## config.mk

```make
export PLATFORM = sky130hd
export DESIGN_NAME = priv_trap_sequencer
export DESIGN_NICKNAME = d
export VERILOG_FILES = /design/src/rtl/priv_trap_sequencer.sv
export SDC_FILE = /design/constraint.sdc
export NUM_CORES = 1
export LEC_CHECK = 0
export BUFFER_PORTS_ARGS = -buffer_cell sky130_fd_sc_hd__buf_2
export CAP_MARGIN = 40
export CELL_PAD_IN_SITES_DETAIL_PLACEMENT = 0
export CELL_PAD_IN_SITES_GLOBAL_PLACEMENT = 1
export CORE_AREA = 3 3 139 141
export CTS_CLUSTER_DIAMETER = 30
export CTS_CLUSTER_SIZE = 16
export DETAILED_ROUTE_END_ITERATION = 8
export DIE_AREA = 0 0 142 144
export PLACE_DENSITY_LB_ADDON = 0.1
export SLEW_MARGIN = 20
export SYNTH_ARGS = -nofsm -noshare
export SYNTH_HDL_FRONTEND = slang
export SYNTH_SLANG_ARGS = --single-unit
```

## constraint.sdc

```tcl
create_clock -name CLK -period 5.05 [get_ports CLK]
set_clock_uncertainty 0.2 [all_clocks]
set_input_delay 1.2625 -clock CLK [delete_from_list [all_inputs] [get_ports CLK]]
set_output_delay 1.2625 -clock CLK [all_outputs]
set_load 0.1 [all_outputs]
```

## src/rtl/priv_trap_sequencer.sv

```systemverilog
// rtl/priv_trap_sequencer.sv - trap entry / xRET sequencer between hazard unit and CSR file
// Optional feature: TRAP_DELEG_EN (exception delegation to S-mode via medeleg/stvec).
module priv_trap_sequencer #(
    parameter int WORD_W  = 32,
    parameter int CAUSE_W = 5
) (
    input  logic              CLK,
    input  logic              nRST,
    input  logic [11:0]       exc_vec,
    input  logic              mret,
    input  logic              sret,
    input  logic [WORD_W-1:0] epc,
    input  logic [WORD_W-1:0] badaddr,
    input  logic              pipe_clear,
    input  logic              timer_int,
    input  logic              soft_int,
    input  logic              ext_int,
    input  logic              mstatus_mie,
    input  logic [1:0]        curr_priv,
    input  logic [WORD_W-1:0] mtvec,
    input  logic [WORD_W-1:0] stvec,
    input  logic [WORD_W-1:0] mepc,
    input  logic [WORD_W-1:0] sepc,
    input  logic [15:0]       medeleg,
    output logic              intr,
    output logic              insert_pc,
    output logic [WORD_W-1:0] priv_pc,
    output logic              trap_valid,
    output logic [WORD_W-1:0] trap_cause,
    output logic [WORD_W-1:0] trap_epc,
    output logic [WORD_W-1:0] trap_tval,
    output logic              trap_to_s,
    output logic              xret_valid,
    output logic              xret_is_s
);

    typedef enum logic [2:0] {
        IDLE,
        DRAIN,
        COMMIT,
        RET_DRAIN,
        RET_COMMIT
    } state_t;

    state_t              state, state_d;
    logic                intr_d, insert_d, tvalid_d, xvalid_d;
    logic [WORD_W-1:0]   pc_d;
    logic                latch_exc, latch_irq, latch_ret;
    logic [CAUSE_W-1:0]  exc_code, irq_code;
    logic                irq_take, exc_deleg;
    logic [WORD_W-1:0]   tvec, trap_target;

    // exc_vec: {fsp,flp,fip,env,bkpt,mal_s,fault_s,mal_l,fault_l,illegal,mal_insn,fault_insn}
    always_comb begin
        exc_code = '0;
        if (exc_vec[7])       exc_code = CAUSE_W'(3);
        else if (exc_vec[9])  exc_code = CAUSE_W'(12);
        else if (exc_vec[0])  exc_code = CAUSE_W'(1);
        else if (exc_vec[2])  exc_code = CAUSE_W'(2);
        else if (exc_vec[1])  exc_code = CAUSE_W'(0);
        else if (exc_vec[8])  exc_code = CAUSE_W'(8) + CAUSE_W'(curr_priv);
        else if (exc_vec[6])  exc_code = CAUSE_W'(6);
        else if (exc_vec[4])  exc_code = CAUSE_W'(4);
        else if (exc_vec[11]) exc_code = CAUSE_W'(15);
        else if (exc_vec[10]) exc_code = CAUSE_W'(13);
        else if (exc_vec[5])  exc_code = CAUSE_W'(7);
        else if (exc_vec[3])  exc_code = CAUSE_W'(5);
    end

    always_comb begin
        irq_code = CAUSE_W'(7);
        if (ext_int)       irq_code = CAUSE_W'(11);
        else if (soft_int) irq_code = CAUSE_W'(3);
    end

    assign irq_take = (ext_int | soft_int | timer_int) & (mstatus_mie | (curr_priv != 2'b11));

`ifdef TRAP_DELEG_EN
    assign exc_deleg = medeleg[exc_code[3:0]] & (curr_priv != 2'b11);
    assign tvec      = trap_to_s ? stvec : mtvec;
`else
    logic unused_cfg;
    assign unused_cfg = ^{medeleg, stvec};
    assign exc_deleg  = 1'b0;
    assign tvec       = mtvec;
`endif

    // Vectored mode only offsets interrupts; exceptions always land on the base.
    always_comb begin
        trap_target = {tvec[WORD_W-1:2], 2'b00};
        if (tvec[1:0] == 2'b01 && trap_cause[WORD_W-1])
            trap_target = trap_target + (WORD_W'(trap_cause[CAUSE_W-1:0]) << 2);
    end

    always_comb begin
        state_d   = state;
        intr_d    = 1'b0;
        insert_d  = 1'b0;
        tvalid_d  = 1'b0;
        xvalid_d  = 1'b0;
        pc_d      = '0;
        latch_exc = 1'b0;
        latch_irq = 1'b0;
        latch_ret = 1'b0;
        case (state)
            IDLE: begin
                if (|exc_vec) begin
                    latch_exc = 1'b1;
                    intr_d    = 1'b1;
                    state_d   = DRAIN;
                end else if (irq_take) begin
                    latch_irq = 1'b1;
                    intr_d    = 1'b1;
                    state_d   = DRAIN;
                end else if (mret | sret) begin
                    latch_ret = 1'b1;
                    intr_d    = 1'b1;
                    state_d   = RET_DRAIN;
                end
            end
            DRAIN: begin
                intr_d = 1'b1;
                if (pipe_clear) begin
                    state_d  = COMMIT;
                    insert_d = 1'b1;
                    tvalid_d = 1'b1;
                    pc_d     = trap_target;
                end
            end
            RET_DRAIN: begin
                intr_d = 1'b1;
                if (pipe_clear) begin
                    state_d  = RET_COMMIT;
                    insert_d = 1'b1;
                    xvalid_d = 1'b1;
                    pc_d     = xret_is_s ? sepc : mepc;
                end
            end
            COMMIT:     state_d = IDLE;
            RET_COMMIT: state_d = IDLE;
            default:    state_d = IDLE;
        endcase
    end

    always_ff @(posedge CLK or negedge nRST) begin
        if (!nRST) begin
            state      <= IDLE;
            intr       <= 1'b0;
            insert_pc  <= 1'b0;
            trap_valid <= 1'b0;
            xret_valid <= 1'b0;
            priv_pc    <= '0;
        end else begin
            state      <= state_d;
            intr       <= intr_d;
            insert_pc  <= insert_d;
            trap_valid <= tvalid_d;
            xret_valid <= xvalid_d;
            priv_pc    <= pc_d;
        end
    end

    always_ff @(posedge CLK or negedge nRST) begin
        if (!nRST) begin
            trap_cause <= '0;
            trap_epc   <= '0;
            trap_tval  <= '0;
            trap_to_s  <= 1'b0;
            xret_is_s  <= 1'b0;
        end else if (latch_exc) begin
            trap_cause <= WORD_W'(exc_code);
            trap_epc   <= epc;
            trap_tval  <= badaddr;
            trap_to_s  <= exc_deleg;
        end else if (latch_irq) begin
            trap_cause <= {1'b1, (WORD_W-1)'(irq_code)};
            trap_epc   <= epc;
            trap_tval  <= '0;
            trap_to_s  <= 1'b0;
        end else if (latch_ret) begin
            // mret wins if both retire together
            xret_is_s  <= ~mret;
        end
    end

endmodule
```

After elaboration in Yosys (flattened, before gate mapping) --
Index checks and enable logic that the tools add are counted.
Word-level totals: bits in registers 137, input port bits 231, output and inout port bits 134, word-level logic and storage cells 84
Cells by class: $add $sub $neg 2, eq/ne operators 7, mux-type cells 49, bitwise gates (word level) 8, reduce and logical (&&, ||, !) cells 7
Operators by type and width (number):
- two-way mux 32 bit | 10
- one-hot mux 32 bit (2 select lines) | 1
- adder 32 x 7 -> 32 bit | 1
- two-way mux 5 bit | 6
- two-way mux 3 bit | 8
- two-way mux 4 bit | 5
- two-way mux 1 bit | 17
- OR reduction 12 bit | 1
- one-hot mux 3 bit (3 select lines) | 1
- != test 2 bit, second input constant | 3
- AND reduction 3 bit | 2
- adder 4 x 2 -> 5 bit, first input constant | 1
- != test 4 bit, second input constant | 1
- bitwise OR 1 bit | 4
- equality test 3 x 1 -> 1 bit, second input constant | 1
- equality test 3 x 2 -> 1 bit, second input constant | 1
- zero test 3 bit | 1
- inverter 1 bit | 3
- equality test 2 x 1 -> 1 bit, second input constant | 1
- one-hot mux 1 bit (2 select lines) | 1
- nonzero test 2 bit | 1
- OR reduction 2 bit | 1
- AND 1 bit | 1
- logical AND 1 bit | 1

Logic depth before layout (Yosys ltp) --
Gate-level depths: netlist of run 1.
depth in word-level cells 13, depth in mapped cells 9, depth with buffers taken out 8

Least setup slack after synthesis of run 1 --
Ideal clock, no wire load.
path type in2reg, from in exc_vec[0], to reg trap_cause[31], library setup time 68 ps, arrival time 3006 ps, slack 1775 ps, stages 8, path buffers 3, cell sequence or4_1 or2_0 clkbuf_1 o41ai_4 buf_4 buf_4 nand2_1 nand2_1
On the way: longest elaborated chain between the ends 4
RTL lines:
- from (decl) | RTL line 9 | input logic [11:0] exc_vec,
- OR reduction 12 bit (*) | RTL line 107 | if (|exc_vec) begin
- two-way mux 1 bit | RTL line 107
- two-way mux 1 bit | RTL line 105 | case (state)
- two-way mux 32 bit or nonzero test 2 bit (tied branches)
- to (signal assigned) | RTL line 171 | trap_cause <= WORD_W'(exc_code);
- to (signal assigned) | RTL line 176 | trap_cause <= {1'b1, (WORD_W-1)'(irq_code)};
- to (decl) | RTL line 29 | output logic [WORD_W-1:0] trap_cause,
Every way passes the cells marked *; elsewhere a longest branch is shown, timed or not. A chain may end at the register's enable or synchronous reset.

Final worst setup path of run 1 --
from in exc_vec[0], to reg trap_cause[3]
On the way: longest elaborated chain between the ends 4
RTL lines (RTL line):
- OR reduction 12 bit or two-way mux 5 bit (tied branches) | 107, 58
- two-way mux 1 bit or two-way mux 5 bit (tied branches) | 107, 57
- two-way mux 1 bit or two-way mux 5 bit (tied branches) | 105, 56
- two-way mux 32 bit or nonzero test 2 bit (tied branches)
Several ways; a longest one is shown, not always the timed one.

==> results of run 1 <==
sequential cells by signal (all words and copies together) (netlist names):
signal      flops
insert_pc       1
state           3
trap_cause      5
intr            1
xret_valid      1
priv_pc        32
trap_tval      32
trap_epc       32
trap_valid      1
xret_is_s       1
path summary, 6_finish.rpt:
check                              start            end  slack [ns]  cells after the start
hold reg to reg             trap_epc[20]   trap_epc[20]        0.27                      2
setup reg to reg           trap_cause[0]    priv_pc[10]        2.41                      8
hold / removal              trap_epc[20]   trap_epc[20]        0.27                      2
max in group asynchronous           nRST    priv_pc[15]        3.00                      2
min in group asynchronous           nRST    priv_pc[23]        0.69                      1
setup / recovery              exc_vec[0]  trap_cause[3]        1.73                      7
layout by cell type, fill, tap and decap left out, drive strengths merged, types with 5 or more instances in the layout:
master / count
inv: 17
and3: 5
mux2i: 7
nor2: 19
buf: 298
clkbuf: 9
o21ai: 30
dfrtp: 109
nand2: 113
mux2: 25
xor2: 22
nand4: 15
xnor2: 5
conb: 28
nand3: 12
a22o: 33
a21oi: 33
a211oi: 6
area by class of cell:
cell class | instances | area (µm²) | area share [%]
Antenna cell | 3 | 7.507 | 0.1023
Multi-Input combinational cell | 405 | 2462 | 33.55
Timing Repair Buffer | 298 | 1516 | 20.66
Inverter | 13 | 48.80 | 0.6648
Clock buffer | 9 | 225.2 | 3.069
Sequential cell | 109 | 2728 | 37.16
Tap cell | 229 | 286.5 | 3.904
Clock inverter | 7 | 65.06 | 0.8865
stage by stage:
stage / hold WS (ns) / instances
global route: 0.2935 / 1072
finish: 0.2739 / 1073
CTS: 0.2767 / 1070
detailed placement: 0.2572 / 1054
global placement: 0.2544 / 1052
floorplan: 0.3087 / 587
per-layer routing:
layer | vias to the layer above | wire length [µm]
li1 | 2452 | -
met1 | 2427 | 7368
met2 | 193 | 9159
met3 | 22 | 1253
met4 | 2 | 392
met5 | - | 7
logic make-up (layout without fill, tap and decap cells):
family	after synthesis	count (layout)	synth area share (%)
simple gates	189	189	15.51
buf+inv	73	327	7.243
compound gates	124	124	15.35
flops	109	109	49.81
fa+ha+maj	5	5	1.279
mux	32	32	6.420
xor+xnor	27	27	4.318
other cells	1	31	0.06847
worst min-delay path, delay by kind of cell (launching register included):
kind             cells  cell delay (ns)
AND/OR/NAND/NOR      2             0.11
flip-flops           1             0.34
==> key figures, run 1 <==
Status
  • Status: complete, no violations

Global route
  • Overflow after GRT: 0
  • Number of global-route vias before repair: 5158
  • M1 GR Usage: 20.23%
  • GRT busiest layer: met2
  • Met2 GRT Util: 29.59%
  • Tot GR Track Use: 17.01%
  • Met3 usage: 3.935%
  • Largest net degree at the start of global routing: 52
  • Initial antenna violation count: 3
  • First-pass GRT wire length: 27360 µm

Place
  • Routability cong.: 0.7558
  • IO Port Bufs: 288
  • Area post-placement: 7042 µm²
  • Setup WS pre-CTS: 1.350 ns
  • Hpwl dp: 14080 µm

Timing
  • RSZ-0062 raised after global routing: no
  • Fin Setup TNS: 0 ns
  • Final Max Slew Viols: 0
  • Worst-Margin Slew: 0.7618 ns
  • Final setup vio count: 0
  • Rel. slew slack: 48.75%
  • Tmin final: 3.320 ns
  • Worst setup slack after layout: 1.730 ns
  • Final Hold Vio Count: 0
  • Period utilisation layout: 65.73%
  • Fmax: 301.2 MHz

Drt
  • DR vias: 5096
  • Routed len/inst: 16.94 µm
  • # DRC: 0
  • Final ANT Viol Nets: 0
  • First-pass detailed-route iteration total: 4
  • Avg Vias per Cell: 4.749
  • DRT iter0 DRCs: 189
  • DRT Wirelength: 18180 µm

Synthesis
  • Post-synth ARST share: 100.0%
  • Register area share after synthesis: 49.81%
  • Synthesis Warnings: 0
  • Syn Inst Count: 560
  • Synth Flop Type: dfrtp_1
  • Most common cell in the netlist: nand2_1
  • Mapped Avg Cell Area: 9.779 µm²
  • Commonest cells post-synth: 113 x nand2_1, 109 x dfrtp_1, 33 x a21oi_1, 33 x a22o_1
  • Yosys reg bits: 109
  • Cell type with the largest total area after synthesis: dfrtp_1
  • Synth top area share: 49.81%
  • Number of synthesized flops with an enable pin: 0
  • Synth area leaders: dfrtp_1 50%, nand2_1 7.7%, a22o_1 5.3%
  • Syn Std Cell Area: 5477 µm²
  • Synth unique cells: 48

Clock tree
  • CTS Buf Count: 9
  • Clk sinks: 109
  • Clock Root Buffer: clkbuf_16
  • PostCTS Resize Cnt: 0
  • Hold-fix buffers at CTS: 0
  • CTS tree: built
  • Clock buffer depth: 2
  • Setup Buffers After CTS: 0
  • Worst-path clk slew: 0.08 ns
  • Htree depth: 3
  • Later-pin clock latency in the skew report: 0.35 ns

Floorplanning
  • Die width: 142 µm
  • I/O Pins: 365
  • Initial core utilization: 30.28%
  • Die area: 20450 µm²
  • Core area: 18090 µm²
  • Num rows: 49
  • Die Span Y: 144 µm

Setup path
  • Startpoint types: input pin
  • CP delay by family, top: simple AND/OR/NAND/NOR gates
  • WP buf/inv: 2
  • Crit. End Element: flop
  • CP Cell Sequence: buf_2 > or4_1 > or2_0 > o41a_1 > buf_4 > nand3_1 > nand3_1
  • Critical path type: in2reg
  • Worst-path fanout max: 26
  • Max stage delay cell, worst path: o41a_1
  • CP dominant cell by count: nand3_1
  • WP data required: 5.09 ns
  • Crit path DAT: 3.35 ns
  • CP peak stage delay: 0.58 ns

Cells and area
  • Fill cells: 1887
  • Final instance area: 7340 µm²
  • Final #Nets: 1072
  • Area Overhead vs Synth: 34.02%
  • Share of post-route cells with drive strength above 1: 40.78%
  • Final Util: 40.58%

Hold path
  • Path type of the worst min-delay path: reg2reg

Job
  • Max-cap violation count: 0
Power of run 1 is left out: the tool's default activity adds up to more than one toggle a clock period on the data nets, which glitch-free logic cannot reach.
==> run 2, diff against run 1 <==
--- a/config.mk
+++ b/config.mk
@@ -5,15 +5,16 @@
 export SDC_FILE = /design/constraint.sdc
 export NUM_CORES = 1
 export LEC_CHECK = 0
+export ABC_AREA = 1
 export BUFFER_PORTS_ARGS = -buffer_cell sky130_fd_sc_hd__buf_2
 export CAP_MARGIN = 40
 export CELL_PAD_IN_SITES_DETAIL_PLACEMENT = 0
 export CELL_PAD_IN_SITES_GLOBAL_PLACEMENT = 1
-export CORE_AREA = 3 3 139 141
+export CORE_MARGIN = 3
+export CORE_UTILIZATION = 29
 export CTS_CLUSTER_DIAMETER = 30
 export CTS_CLUSTER_SIZE = 16
 export DETAILED_ROUTE_END_ITERATION = 8
-export DIE_AREA = 0 0 142 144
 export PLACE_DENSITY_LB_ADDON = 0.1
 export SLEW_MARGIN = 20
 export SYNTH_ARGS = -nofsm -noshare
==> constraint.sdc (replaced) <==
create_clock -name CLK -period 3.06 [get_ports CLK]
set_clock_uncertainty 0.2 [all_clocks]
set_input_delay 0.765 -clock CLK [delete_from_list [all_inputs] [get_ports CLK]]
set_output_delay 0.765 -clock CLK [all_outputs]
set_load 0.1 [all_outputs]
==> run 2 against run 1 <==
Effect of this change:
- synthesized area grew 7.0%
- highest routed layer unchanged
- design area increased by 6.7%
- critical path depth fell by 6
- via count is 17% higher
- register-to-register slack got worse by 1.8 ns
- utilization down 0.74 points
- worst hold slack lost 0.13 ns
- setup slack worse by 1.1 ns
- sequential share of layout area shrank 2.3 points
- flip-flop and latch count did not move
- synthesized cell count up 41%
- wire length increased by 14%
==> key figures, run 2 <==
Clock tree
  • Later-pin clock latency in the skew report: 0.36 ns (about the same)
  • Clock Root Buffer: clkbuf_16
  • PostCTS Resize Cnt: 0 (unchanged)
  • Htree depth: 3 (unchanged)
  • Setup Buffers After CTS: 0 (unchanged)
  • Clk sinks: 109 (unchanged)
  • Hold-fix buffers at CTS: 0 (unchanged)
  • Clock buffer depth: 2 (unchanged)
  • CTS Buf Count: 9 (unchanged)
  • CTS tree: built
  • Worst-path clk slew: 0.08 ns (about the same)

Synthesis
  • Synth top area share: 46.56% (-3.2 points)
  • Synthesis Warnings: 0 (unchanged)
  • Yosys reg bits: 109 (unchanged)
  • Number of synthesized flops with an enable pin: 0 (unchanged)
  • Synth Flop Type: dfrtp_1
  • Cell type with the largest total area after synthesis: dfrtp_1
  • Synth unique cells: 36 (-25%)
  • Synth area leaders: dfrtp_1 47%, nand2_1 21%, nand3_1 6.1%
  • Most common cell in the netlist: nand2_1
  • Mapped Avg Cell Area: 7.425 µm² (-24%)
  • Commonest cells post-synth: 322 x nand2_1, 109 x dfrtp_1, 71 x nand3_1
  • Post-synth ARST share: 100.0% (unchanged)
  • Syn Inst Count: 789 (+41%)
  • Syn Std Cell Area: 5858 µm² (+7.0%)
  • Register area share after synthesis: 46.56% (-3.2 points)

Floorplanning
  • Initial core utilization: 29.81% (-0.47 points)
  • Num rows: 51 (+4.1%)
  • Die Span Y: 148.1 µm (+2.9%)
  • Die width: 148.1 µm (+4.3%)
  • I/O Pins: 365 (unchanged)
  • Die area: 21940 µm² (+7.3%)
  • Core area: 19650 µm² (+8.7%)

Drt
  • Final ANT Viol Nets: 0 (unchanged)
  • # DRC: 0 (unchanged)
  • Avg Vias per Cell: 4.415 (-7.0%)
  • DRT Wirelength: 20760 µm (+14%)
  • First-pass detailed-route iteration total: 4 (unchanged)
  • DRT iter0 DRCs: 223 (+18%)
  • DR vias: 5938 (+17%)
  • Routed len/inst: 15.43 µm (-8.9%)

Pwr
  • PwrDens: 1294 nW/µm²
  • Leakage Power: 4.456 nW
  • Switching share of total power: 64.58%
  • VDD IR max: 0.001047 V
  • Int Pwr: 3.589 mW
  • Sequential share of power: 22.7%
  • P_sw: 6.545 mW
  • Combinational share of power: 65.4%
  • Clock share of power: 12.0%

Global route
  • Largest net degree at the start of global routing: 34 (-35%)
  • First-pass GRT wire length: 32310 µm (+18%)
  • Number of global-route vias before repair: 5863 (+14%)
  • Overflow after GRT: 0 (unchanged)
  • Initial antenna violation count: 3 (unchanged)
  • Tot GR Track Use: 18.58% (+1.6 points)

Cells and area
  • Area Overhead vs Synth: 33.68%
  • Commonest non-fill, non-tap cell in the layout: nand2_1
  • Final #Nets: 1311 (+22%)
  • Leading cell types in the layout, fill and taps excluded: 322 x nand2_1, 287 x buf_2, 108 x dfrtp_1
  • Final instance area: 7831 µm² (+6.7%)
  • Largest regs: priv_pc x32, trap_epc x32, trap_tval x32
  • Ant diodes: 0 (-3)
  • Share of post-route cells with drive strength above 1: 31.20% (-9.6 points)

Setup path
  • Crit. End Element: output pin
  • WP buf/inv: 1 (-1)
  • Startpoint types: flop
  • CP Cell Sequence: buf_2
  • Worst-path fanout max: 17 (-35%)
  • CP peak stage delay: 0.65 ns (+0.07 ns)
  • WP data required: 2.09 ns (-3.00 ns)
  • Crit path DAT: 1.51 ns (-1.84 ns)
  • Max stage delay cell, worst path: dfrtp_2
  • Critical path type: reg2out
  • CP delay by family, top: flip-flops

Timing
  • Final setup vio count: 0 (unchanged)
  • Rel. slew slack: 58.65% (+9.9 points)
  • Final Hold Vio Count: 0 (unchanged)
  • Final hold slack: 0.1449 ns (-0.1290 ns)
  • Final Max Slew Viols: 0 (unchanged)
  • Tmin final: 2.476 ns
  • RSZ-0062 raised after global routing: no
  • Worst-Margin Slew: 0.6155 ns (-0.1462 ns)
  • Period utilisation layout: 80.93%
  • Fmax: 403.8 MHz
  • Fin Setup TNS: 0 ns (unchanged)

Place
  • Routability cong.: 0.8180 (+8.2%)
  • Area post-placement: 7516 µm² (+6.7%)
  • Hpwl dp: 16260 µm (+16%)
  • IO Port Bufs: 288 (unchanged)

Hold path
  • Path type of the worst min-delay path: in2async

Job
  • Max-cap violation count: 0 (unchanged)

Status
  • Status: complete, no violations
-- run 2: changes by cell type after synthesis, sizes merged, moves of 11 or more --
cell    delta
a21oi     -18
clkbuf    -16
nand2    +211
buf       +11
xor2      -22
inv       +46
nor2      +38
nand3     +61
a22o      -33
mux2      -25
-- run 2: worst register-to-register path: stages, from the launching register on --
cell     delay [ns]
dfrtp_1        0.41
ha_1           0.19
inv_1          0.05
fa_1           0.38
inv_1          0.09
nand3_1        0.06
nand2_1        0.15
nand3_1        0.24
nor2_4         0.23
nand3_1        0.10
nand3_1        0.11
o21ai_0        0.07
-- run 2: cell type report --
type / count / area (µm²)
inverter: 59 / 221.5
sequential: 109 / 2729
clock buffer: 9 / 225.2
fill: 2209 / 11820
clock inverter: 7 / 75.07
multi-input combinational: 593 / 2673
timing repair buffer: 303 / 1577
tap: 265 / 331.6
-- run 2: final timing paths --
check,startpoint,end,slack [ns],depth (start not counted)
max in group asynchronous,nRST,trap_epc[29],1.79,2
hold reg to reg,trap_tval[7],trap_tval[7],0.27,2
setup reg to reg,trap_cause[0],priv_pc[20],0.65,11
min in group CLK,trap_tval[7],trap_tval[7],0.27,2
setup / recovery,xret_is_s,xret_is_s,0.58,1
hold / removal,nRST,trap_valid,0.14,1
-- run 2: power by group through the flow --
stage	Combinational, mW	Clock, mW	Sequential (mW)
after floorplan	1.41	0	6.35
after global placement	6.67	0	2.31
after detailed placement	6.68	0	2.32
after CTS	6.69	1.26	2.30
after global routing	6.98	1.33	2.37
final	6.62	1.21	2.30
-- run 2: metal layers --
layer | up-vias | part of all wire, % | global-route usage [%]
met3 | 19 | 7.3 | 4.662
met2 | 193 | 47 | 31.22
li1 | 3017 | - | -
met5 | - | 0.16 | 0
met4 | 6 | 0.85 | 3.880
met1 | 2703 | 45 | 24.43
-- run 2: cell families after synthesis --
family	Yosys count	synth area share, %
flops	109	46.56
fa+ha+maj	5	1.196
other cells	1	0.06401
simple gates	484	34.64
mux	12	2.050
compound gates	64	5.937
buf+inv	114	9.547
-- run 2: per-stage QoR --
step	setup slack (ns)	utilization (%)	total power, mW	std cells
floorplan	0.3367	-	7.768	816
global placement	0.2341	38.24	8.979	1328
detailed placement	0.2156	38.24	9.007	1328
CTS	0.5443	39.77	10.25	1344
global route	0.3230	39.85	10.68	1345
finish	0.5835	39.85	10.13	1345
(Power assumes the default switching activity.)
